`config.mk`:
```
export PLATFORM = sky130hd
export DESIGN_NAME = spike_train_encoder
export DESIGN_NICKNAME = d
export VERILOG_FILES = /design/src/rtl/spike_train_encoder.sv
export SDC_FILE = /design/constraint.sdc
export NUM_CORES = 1
export LEC_CHECK = 0
export BUFFER_PORTS_ARGS = -buffer_cell sky130_fd_sc_hd__buf_4
export CORE_ASPECT_RATIO = 1.1
export CORE_MARGIN = 4
export CORE_UTILIZATION = 25
export DETAILED_ROUTE_END_ITERATION = 6
export GPL_ROUTABILITY_DRIVEN = 0
export MAX_ROUTING_LAYER = met4
export PLACE_DENSITY = 0.4
export SYNTH_ARGS = -nofsm -noshare
export SYNTH_HDL_FRONTEND = slang
export SYNTH_SLANG_ARGS = --single-unit
```
`constraint.sdc`:
```
create_clock -name clk -period 4.6 [get_ports clk]
set_input_delay 0.23 -clock clk [delete_from_list [all_inputs] [get_ports clk]]
set_output_delay 0.23 -clock clk [all_outputs]
set_load 0.03 [all_outputs]
```
`src/rtl/spike_train_encoder.sv`:
```
// spike_train_encoder
//
// Rate encoder that turns one signed accumulated spike count into a spike train.
// It accepts a count over a valid/ready handshake and clamps it to [0, WINDOW].
// Over the next WINDOW timestep strobes it emits exactly that many spikes,
// spread evenly by a phase accumulator (Bresenham-style).
//
// Ports:
//   clk           in   clock, rising edge
//   rstn          in   synchronous reset, active-high (name kept for codebase consistency)
//   in_count      in   signed count to encode (DATA_WIDTH bits)
//   in_valid      in   in_count is valid
//   in_ready      out  encoder can take a new count (IDLE only)
//   step          in   one-cycle timestep strobe
//   spike         out  registered spike, one cycle per emitted spike
//   window_active out  high while a window is running
//   window_done   out  one-cycle pulse after the last timestep of a window
//   spike_count   out  spikes emitted in the current or last window (zero-extended)

module spike_train_encoder #(
    parameter int unsigned DATA_WIDTH = 16,
    parameter int unsigned WINDOW     = 16
) (
    input  logic                  clk,
    input  logic                  rstn,
    input  logic [DATA_WIDTH-1:0] in_count,
    input  logic                  in_valid,
    output logic                  in_ready,
    input  logic                  step,
    output logic                  spike,
    output logic                  window_active,
    output logic                  window_done,
    output logic [DATA_WIDTH-1:0] spike_count
);

    // Phase and target both hold values up to WINDOW; the step counter only
    // has to reach WINDOW-1.
    localparam int unsigned PW = $clog2(WINDOW) + 1;
    localparam int unsigned SW = $clog2(WINDOW);

    localparam logic [1:0] IDLE = 2'd0;
    localparam logic [1:0] RUN  = 2'd1;
    localparam logic [1:0] DONE = 2'd2;

    localparam logic [PW:0]                  WIN_SUM   = (PW + 1)'(WINDOW);
    localparam logic [PW-1:0]                WIN_TGT   = PW'(WINDOW);
    localparam logic signed [DATA_WIDTH-1:0] WIN_S     = DATA_WIDTH'(WINDOW);
    localparam logic [SW-1:0]                LAST_STEP = SW'(WINDOW - 1);

    logic [1:0]            state_q, state_d;
    logic [PW-1:0]         phase_q, phase_d;
    logic [PW-1:0]         target_q, target_d;
    logic [SW-1:0]         step_cnt_q, step_cnt_d;
    logic [DATA_WIDTH-1:0] spike_count_q, spike_count_d;
    logic                  spike_q, spike_d;

    logic signed [DATA_WIDTH-1:0] count_s;
    logic [PW-1:0]                target_clamped;
    logic [PW:0]                  sum;
    logic                         fire;

    assign count_s = $signed(in_count);

    // Signed clamp to [0, WINDOW]; once past both compares the value fits in PW bits.
    always_comb begin
        target_clamped = '0;
        if (count_s < 0) begin
            target_clamped = '0;
        end else if (count_s > WIN_S) begin
            target_clamped = WIN_TGT;
        end else begin
            target_clamped = in_count[PW-1:0];
        end
    end

    // phase < WINDOW and target <= WINDOW, so the one-bit-wider sum never wraps.
    assign sum  = {1'b0, phase_q} + {1'b0, target_q};
    assign fire = (sum >= WIN_SUM);

    always_comb begin
        state_d       = state_q;
        phase_d       = phase_q;
        target_d      = target_q;
        step_cnt_d    = step_cnt_q;
        spike_count_d = spike_count_q;
        spike_d       = 1'b0;

        case (state_q)
            IDLE: begin
                if (in_valid) begin
                    target_d      = target_clamped;
                    phase_d       = '0;
                    step_cnt_d    = '0;
                    spike_count_d = '0;
                    state_d       = RUN;
                end
            end
            RUN: begin
                if (step) begin
                    if (fire) begin
                        spike_d       = 1'b1;
                        phase_d       = PW'(sum - WIN_SUM);
                        spike_count_d = spike_count_q + 1'b1;
                    end else begin
                        phase_d = PW'(sum);
                    end
                    step_cnt_d = step_cnt_q + 1'b1;
                    if (step_cnt_q == LAST_STEP) begin
                        state_d = DONE;
                    end
                end
            end
            DONE: begin
                // Single-cycle completion marker; a step here is dropped.
                state_d = IDLE;
            end
            default: begin
                state_d = IDLE;
            end
        endcase
    end

    always_ff @(posedge clk) begin
        if (rstn) begin
            state_q       <= IDLE;
            phase_q       <= '0;
            target_q      <= '0;
            step_cnt_q    <= '0;
            spike_count_q <= '0;
            spike_q       <= 1'b0;
        end else begin
            state_q       <= state_d;
            phase_q       <= phase_d;
            target_q      <= target_d;
            step_cnt_q    <= step_cnt_d;
            spike_count_q <= spike_count_d;
            spike_q       <= spike_d;
        end
    end

    // Status outputs decode registered state, so they are glitch-free.
    assign in_ready      = (state_q == IDLE);
    assign window_active = (state_q == RUN);
    assign window_done   = (state_q == DONE);
    assign spike         = spike_q;
    assign spike_count   = spike_count_q;

endmodule

```
==> flow_summary.json, run 1 <==
{
  "status": "finished, final reports clean",
  "grt_setup_unrepaired": "no",
  "viasPerCell": 5.26,
  "syn_inst": 208,
  "avgSynthCellArea_um2": 8.51,
  "met2_length_mm": 2.31,
  "drt-met1-wl_mm": 2.27,
  "post_cts_buffers": 0,
  "h-tree-depth": 2,
  "yosys_warnings": 0,
  "cts-root-buf": "clkbuf_8",
  "worst_ep_arrival_time_ns": 2.71,
  "period_needed_ns": 2.51,
  "setup_violations": 0,
  "syn_area_mm2": 0.00177,
  "cp-end-kind": "flop",
  "hold_violations": 0,
  "synth-seq-cells": 33,
  "vdd_drop_max_mv": 0.0957,
  "fin_nets": 272,
  "dieWidth_um": 88.2,
  "critPathLaunchType": "flop",
  "grt_first_pass_wirelength_mm": 8.09,
  "die_area_mm2": 0.00849,
  "p_seq_share_pct": 48.1,
  "fp.dieH_um": 96.3,
  "syn-num-nets": 236,
  "grt_pass1_vias": 1648,
  "clock_sinks": 33,
  "min_path_type": "in -> reg",
  "routed.top_layer": "met4",
  "antenna_found_initial": 0,
  "skew_ns": 0.00488,
  "worstSkewPairLatency_ns": 0.29,
  "cap_viol_max_count": 0,
  "relSlewSlack_pct": 36.1,
  "combPwrFrac_pct": 10.5,
  "multi_input_area_mm2": 0.00105,
  "rows": 31,
  "cts_tree": "done",
  "synth_top_cell_by_area": "dfxtp_1",
  "worstSetupPathType": "reg -> reg",
  "start_util_pct": 26.2,
  "switching_share_pct": 26.5,
  "total_power_w": 0.000606,
  "syn_to_final_growth_pct": 25.2,
  "regArea_um2": 661,
  "synth_cell_types": 48,
  "drt_iter0_drc": 129,
  "dp_hpwl_mm": 3.59,
  "clkTransAtPathRegs_ns": 0.07,
  "synthArstFlopShare_pct": 0,
  "grt_max_degree": 25,
  "synth_flop_cell": "dfxtp_1",
  "route.detailed.drc": 0,
  "grt_use_total_pct": 12.8,
  "switchingPower_w": 0.000160,
  "hold_buffers": 0,
  "port_buffers": 39,
  "fmax_ghz": 0.399,
  "synth_top_area_share_pct": 37.3,
  "wl_met3_um": 330,
  "fin_crit_sh_pct": 54.5,
  "wirelength_mm": 4.96,
  "nFillCells": 737,
  "vias": 1720,
  "drive_gt1_share_pct": 23.3,
  "maxSlewViolCount": 0,
  "ant_nets": 0,
  "clockBufferDepth": 2,
  "antennaDiodeCount": 0,
  "synthTopCellsByArea": "dfxtp_1 (37%), a21oi_1 (5.7%), ha_1 (4.9%), nand3_1 (4.0%), nand2_1 (3.6%)",
  "core_area_mm2": 0.00675,
  "tns_ns": 0,
  "required_ns": 4.80,
  "routedWlPerCell_um": 15.2,
  "clkPwrFrac_pct": 41.3,
  "numCtsBuffers": 5,
  "grt_overflow": 0,
  "worst_slew_pin_slew_ns": 0.958,
  "cts_resized": 0,
  "dr.pass1.iters": 4,
  "synth-seq-area-share_pct": 37.3,
  "cellLeakagePower_nw": 0.837,
  "worstPathMaxFanout": 22,
  "p_int_w": 0.000445,
  "power_density_mw_per_mm2": 273,
  "synth_edf_count": 0,
  "pin_count": 40
}
cells in the final DEF, fill, tap and decap left out, types with 4 or more instances in the layout:
cell type  count
a22o_1         4
dfxtp_1       33
nor2_1        16
nand3_1       14
a21oi_1       20
o31ai_1        7
nand4_1        4
or4_1          7
nor3_1         6
a31oi_1        5
clkbuf_8       7
buf_4         39
ha_1           7
nand2_1       17
o21ai_0       10
through the flow:
| step | utilization [%] | setup slack [ns] | instance area [µm²] | hold WS (ns) | instances |
|---|---|---|---|---|---|
| after floorplan | - | 2.51 | 1770 | 0.356 | 208 |
| after global placement | 31.3 | 2.15 | 2110 | 0.450 | 319 |
| after detailed placement | 31.3 | 2.10 | 2110 | 0.453 | 319 |
| after CTS | 32.8 | 2.08 | 2220 | 0.153 | 327 |
| after global routing | 32.8 | 1.85 | 2220 | 0.161 | 327 |
| final | 32.8 | 2.09 | 2220 | 0.163 | 327 |
state kept, by name, indices dropped and copies added (netlist names):
| name | cells |
|---|---|
| step_cnt_q | 4 |
| spike | 1 |
| state_q | 2 |
| target_q | 5 |
| phase_q | 5 |
| spike_count | 16 |
layout make-up:
class	count	area share, %
inverter	3	0.508
clock buffer	7	4.35
multi-input combinational	162	47.3
sequential	33	29.8
tap	82	4.63
clock inverter	1	0.226
timing repair buffer	39	13.2
power by group through the flow:
stage	Sequential [W]	Combinational, W	Clock, W
after global placement	0.000298	0.0000652	0
after CTS	0.000291	0.0000653	0.000262
after floorplan	0.000299	0.0000373	0
final	0.000291	0.0000639	0.000250
after detailed placement	0.000298	0.0000652	0
after global routing	0.000292	0.0000722	0.000268
path summary, 6_finish.rpt:
path                                         startpoint                          end  slack [ns]  cells after the start
worst max-delay path            phase_q[0]$_SDFFE_PP0P_  spike_count[6]$_SDFFE_PP0P_        2.09                      7
worst min-delay path                        in_count[0]     target_q[0]$_SDFFE_PP0P_        0.16                      2
worst max register to register  phase_q[0]$_SDFFE_PP0P_  spike_count[6]$_SDFFE_PP0P_        2.09                      7
worst min register to register  phase_q[0]$_SDFFE_PP0P_      phase_q[0]$_SDFFE_PP0P_        0.46                      2
worst max-delay path, stage by stage (launching register included):
cell      delay [ns]
dfxtp_1         0.31
ha_1            0.22
fa_1            0.45
a21o_2          0.23
a21oi_2         0.20
o211a_1         0.56
nor2_1          0.16
a311oi_1        0.29
synth_stat cells (4+ instances only):
library cell / instances
a22o_1: 4
clkbuf_1: 6
nor3_1: 6
a21oi_1: 20
dfxtp_1: 33
or4_1: 7
nand2_1: 17
nor2_1: 16
o21ai_0: 10
ha_1: 7
nand3_1: 14
o31ai_1: 7
a31oi_1: 5
nand4_1: 4
logic make-up (layout without fill, tap and decap cells):
group / after synthesis / after routing / share of synthesized area (%)
AND/OR/NAND/NOR: 86 / 86 / 27.4
AO/OA/AOI/OAI: 63 / 63 / 23.3
flip-flops: 33 / 33 / 37.3
buffers and inverters: 13 / 50 / 3.53
adder cells (fa/ha/maj): 8 / 8 / 6.08
XOR/XNOR: 5 / 5 / 2.47
metal layers:
layer  vias up  global-route usage [%]
li1        864                       -
met1       793                    16.0
met2        57                    20.3
met3         6                    2.74
met4         0                    4.16
met5         -                       -
No activity file was read; power rests on OpenSTA's default activity.
==> run 2, diff against run 1 <==
PLACE_DENSITY = 0.42   (was 0.4)
clock period = 2.1 ns   (was 4.6 ns; I/O delays follow)
==> run 2 against run 1 <==
Effect of this change: clock power grew to 2.5 times the previous value; cell count is 6.7% higher; worst setup slack worse by 2.1 ns; via count is 4.1% higher; final area increased by 13%; critical path type unchanged; critical endpoint is now spike_count[15]$_SDFFE_PP0P_; highest routed layer unchanged.
==> flow_summary.json, run 2 (synthesis results as in run 1) <==
{
  "fin_area_mm2": 0.00251,
  "dp.cells": 339,
  "antenna_found_initial": 0,
  "met2_length_mm": 2.66,
  "start_util_pct": 26.2,
  "skew_ns": 0.00701,
  "h-tree-depth": 2,
  "dp_hpwl_mm": 3.91,
  "viasPerCell": 5.13,
  "tns_ns": 0,
  "worstSkewPairLatency_ns": 0.28,
  "place_area_mm2": 0.00228,
  "die_area_mm2": 0.00849,
  "power_density_mw_per_mm2": 579,
  "route.detailed.drc": 0,
  "clock_sinks": 33,
  "vdd_drop_max_mv": 0.288,
  "fin_crit_sh_pct": 99.3,
  "required_ns": 2.32,
  "clkTransAtPathRegs_ns": 0.07,
  "final_cell_mix": "buf_4 (58), dfxtp_1 (31), nor2_1 (16), nand2_1 (16), a21oi_1 (16)",
  "grt_setup_unrepaired": "yes",
  "grt_pass1_vias": 1801,
  "nFillCells": 712,
  "largest_reg_flops": 16,
  "clockBufferDepth": 2,
  "routed.top_layer": "met4",
  "period_needed_ns": 2.08,
  "antennaDiodeCount": 0,
  "pin_count": 40,
  "setup_violations": 0,
  "critPathLaunchType": "flop",
  "cts-root-buf": "clkbuf_8",
  "syn_to_final_growth_pct": 42.0,
  "rows": 31,
  "cap_viol_max_count": 0,
  "hold_buffers": 0,
  "grt_use_total_pct": 13.9,
  "drive_gt1_share_pct": 34.8,
  "finalHoldWorstSlack_ns": 0.0457,
  "relSlewSlack_pct": 57.3,
  "routedWlPerCell_um": 15.8,
  "worst_ep_arrival_time_ns": 2.31,
  "grt_overflow": 0,
  "port_buffers": 39,
  "drt-met1-wl_mm": 2.47,
  "drt_iter0_drc": 88,
  "cts_tree": "done",
  "dieWidth_um": 88.2,
  "fmax_ghz": 0.480,
  "wirelength_mm": 5.50,
  "layout.cells.non_filler": 349,
  "final_common_cell": "buf_4",
  "grt_first_pass_wirelength_mm": 8.85,
  "dr.pass1.iters": 4,
  "fin_nets": 294,
  "worstSetupPathType": "reg -> reg",
  "wl_met3_um": 306,
  "core_area_mm2": 0.00675,
  "status": "finished, final reports clean",
  "min_path_cells": 2,
  "rr_worst_depth": 8,
  "numCtsBuffers": 5,
  "cp-end-kind": "flop",
  "worst_slew_pin_slew_ns": 0.640,
  "min_path_type": "in -> reg",
  "cellLeakagePower_nw": 0.972,
  "grt_max_degree": 23,
  "ant_nets": 0,
  "fp.dieH_um": 96.3,
  "hold_violations": 0,
  "maxSlewViolCount": 0,
  "worstPathMaxFanout": 8,
  "vias": 1791
}
-- run 2: area by class of cell --
type | instances | area, µm² | share of cell area, %
clock inverter | 1 | 30.0 | 1.19
multi-input combinational | 162 | 1120 | 44.6
timing repair buffer | 61 | 499 | 19.9
clock buffer | 7 | 86.3 | 3.43
sequential | 33 | 663 | 26.4
tap | 82 | 103 | 4.08
inverter | 3 | 11.3 | 0.448
-- run 2: worst paths after layout --
kind                                  from                           end  slack [ns]
setup / recovery  target_q[0]$_SDFFE_PP0P_  spike_count[15]$_SDFFE_PP0P_        0.02
hold / removal                 in_count[2]      target_q[2]$_SDFFE_PP0P_        0.05
hold reg to reg    phase_q[4]$_SDFFE_PP0P_       phase_q[4]$_SDFFE_PP0P_        0.47
setup reg to reg  target_q[0]$_SDFFE_PP0P_  spike_count[15]$_SDFFE_PP0P_        0.02
-- run 2: repair_timing --
| item | 4_1_cts | 5_1_grt |
|---|---|---|
| endpoints found under the hold margin | 0 | 0 |
| setup endpoints to repair | 11 | 16 |
| resized for setup | 8 | 11 |
| gates cloned | 1 | 0 |
| pin swaps | 8 | 9 |
| setup buffers | 0 | 1 |
-- run 2: power by group --
| group | leakage [nW] | switching, W | internal (W) |
|---|---|---|---|
| Clock | 0.0585 | 0.000243 | 0.000387 |
| Combinational | 0.646 | 0.000103 | 0.0000840 |
| Sequential | 0.267 | 0.00000694 | 0.000631 |
| Total | 0.972 | 0.000353 | 0.00110 |
-- run 2: critical path, cell delays in order, from the launching register on --
cell     delay, ns
dfxtp_2       0.34
ha_4          0.16
fa_2          0.37
nand2_2       0.09
nor3_2        0.06
o211a_4       0.28
buf_12        0.14
or4_4         0.47
a21oi_2       0.12
-- run 2: layer usage --
| metal | GRT usage, % | vias to the layer above |
|---|---|---|
| li1 | - | 908 |
| met1 | 17.2 | 821 |
| met2 | 22.9 | 57 |
| met3 | 2.74 | 5 |
| met4 | 4.03 | 0 |
| met5 | - | - |
-- run 2: metrics by stage --
stage               power (W)  util, %  setup WS [ns]
detailed placement   0.000823     33.7         -0.108
global placement     0.000823     33.7        -0.0909
global route          0.00151     37.2        -0.0363
floorplan            0.000736        -         0.0127
CTS                   0.00148     36.5        0.00319
finish                0.00145     37.2         0.0155
==> run 3, diff against run 2 <==
CORE_UTILIZATION = 27   (was 25)
PLACE_DENSITY = 0.44   (was 0.42)
REMOVE_ABC_BUFFERS = 1   (was not set)
clock period = 1.78 ns   (was 2.1 ns; I/O delays follow)
==> run 3 against run 2 <==
Effect of this change: the flow now finishes with violations (negative setup slack); register-to-register slack got worse by 0.29 ns; total power increased by 19%; clock-buffer cell count unchanged; critical endpoint is now spike_count[4]$_SDFFE_PP0P_; worst setup slack got worse by 0.29 ns; clock power increased by 18%; clock skew increased by 0.00058 ns; combinational power increased by 22%; utilization increased by 4.4 points; critical path type unchanged; sequential power increased by 18%; sequential share of layout area decreased by 1.0 points.
==> flow_summary.json, run 3 (synthesis results as in run 1) <==
{
  "grt_max_degree": 17,
  "multi_input_area_mm2": 0.00110,
  "viasPerCell": 5.13,
  "wirelength_mm": 5.32,
  "ant_nets": 0,
  "cts_tree": "done",
  "drt_iter0_drc": 57,
  "cp_slowest_cell": "or4_4",
  "skew_ns": 0.00759,
  "route.detailed.drc": 0,
  "hold_violations": 0,
  "grt_pass1_vias": 1776,
  "dp.cells": 354,
  "finalHoldWorstSlack_ns": 0.0242,
  "core_area_mm2": 0.00627,
  "pin_count": 40,
  "clkTransAtPathRegs_ns": 0.07,
  "path_buf_inv": 1,
  "clockBufferDepth": 2,
  "antenna_found_initial": 0,
  "h-tree-depth": 2,
  "worstSkewPairLatency_ns": 0.29,
  "routedWlPerCell_um": 14.5,
  "min_path_type": "in -> reg",
  "nFillCells": 651,
  "largest_reg_flops": 16,
  "status": "complete, but fails checks",
  "hold_buffers": 0,
  "grt_use_total_pct": 13.9,
  "numCtsBuffers": 5,
  "crit_chain": "ha_4 > fa_2 > nand2_2 > nor3_2 > o211a_4 > buf_6 > or4_4 > a21oi_2",
  "drive_gt1_share_pct": 38.3,
  "fmax_ghz": 0.486,
  "syn_to_final_growth_pct": 47.6,
  "vdd_drop_max_mv": 0.363,
  "relSlewSlack_pct": 69.1,
  "grt_setup_unrepaired": "yes",
  "final_common_cell": "buf_4",
  "worst_slack_ns": -0.276,
  "period_needed_ns": 2.06,
  "regArea_um2": 663,
  "place_ws_ns": -0.443,
  "crit_family": "simple AND/OR/NAND/NOR gates",
  "clock_sinks": 33,
  "tns_ns": -3.37,
  "cts-root-buf": "clkbuf_8",
  "dp_hpwl_mm": 4.01,
  "final_cell_mix": "buf_4 (77), dfxtp_1 (31), a21oi_1 (18), nor2_1 (16), nand2_1 (16)",
  "rrSetupSlack_ns": -0.28,
  "critPathLaunchType": "flop",
  "setup_violations": 18,
  "dr.pass1.iters": 4,
  "cp-end-kind": "flop",
  "port_buffers": 39,
  "worstPathMaxFanout": 6,
  "required_ns": 2.00,
  "die_area_mm2": 0.00792,
  "fp.dieH_um": 92.9,
  "fin_crit_sh_pct": 116,
  "layout.cells.non_filler": 367,
  "cap_viol_max_count": 0,
  "fin_nets": 314,
  "violations": "negative setup slack",
  "vias": 1884,
  "start_util_pct": 28.2,
  "worst_ep_arrival_time_ns": 2.28,
  "antennaDiodeCount": 0,
  "maxSlewViolCount": 0,
  "path_depth": 8,
  "final_util_pct": 41.7,
  "worst_slew_pin_slew_ns": 0.464,
  "rr_worst_depth": 8,
  "cp_slowest_stage_delay_ns": 0.47,
  "cellLeakagePower_nw": 1.06,
  "worstSetupPathType": "reg -> reg",
  "rows": 30,
  "min_path_cells": 2,
  "grt_overflow": 0,
  "dieWidth_um": 85.2,
  "power_density_mw_per_mm2": 660,
  "grt_first_pass_wirelength_mm": 8.60
}
run 3: cell types whose count changed in the layout (fill, tap and decap cells not counted), sizes merged:
cell,before,now
buf,60,81
bufbuf,1,0
run 3: report_power, final:
part / switching [W] / internal [W]
Sequential: 0.00000714 / 0.000744
Clock: 0.000288 / 0.000457
Combinational: 0.000123 / 0.000104
Total: 0.000419 / 0.00131
run 3: repair_timing:
item / in CTS / in global routing
endpoints found under the setup margin: 18 / 18
resized for setup: 13 / 5
buffers inserted: 5 / 0
pin swaps: 18 / 5
run 3: routing by layer:
| metal | vias up | track usage [%] | part of all wire, % |
|---|---|---|---|
| met5 | - | - | 0 |
| li1 | 945 | - | - |
| met3 | 4 | 3.20 | 5.4 |
| met1 | 882 | 17.7 | 46 |
| met4 | 0 | 3.43 | 0.68 |
| met2 | 53 | 22.3 | 48 |
run 3: worst paths after layout:
kind | start | end
worst max-delay path | target_q[0]$_SDFFE_PP0P_ | spike_count[4]$_SDFFE_PP0P_
worst min-delay path | in_count[2] | target_q[2]$_SDFFE_PP0P_
worst max register to register | target_q[0]$_SDFFE_PP0P_ | spike_count[4]$_SDFFE_PP0P_
worst min register to register | phase_q[4]$_SDFFE_PP0P_ | phase_q[4]$_SDFFE_PP0P_
run 3: final cells by class:
cell class                 instances  share of cell area (%)
multi-input combinational        162                    42.3
sequential                        33                    25.4
timing repair buffer              81                    23.6
tap                               80                    3.83
clock buffer                       7                    3.30
clock inverter                     1                    1.15
inverter                           3                   0.431
run 3: through the flow:
stage | area [µm²] | power (W)
final | 2610 | 0.00172
after detailed placement | 2390 | 0.000975
after global routing | 2610 | 0.00180
after global placement | 2390 | 0.000976
after CTS | 2590 | 0.00174
after floorplan | 1720 | 0.000850
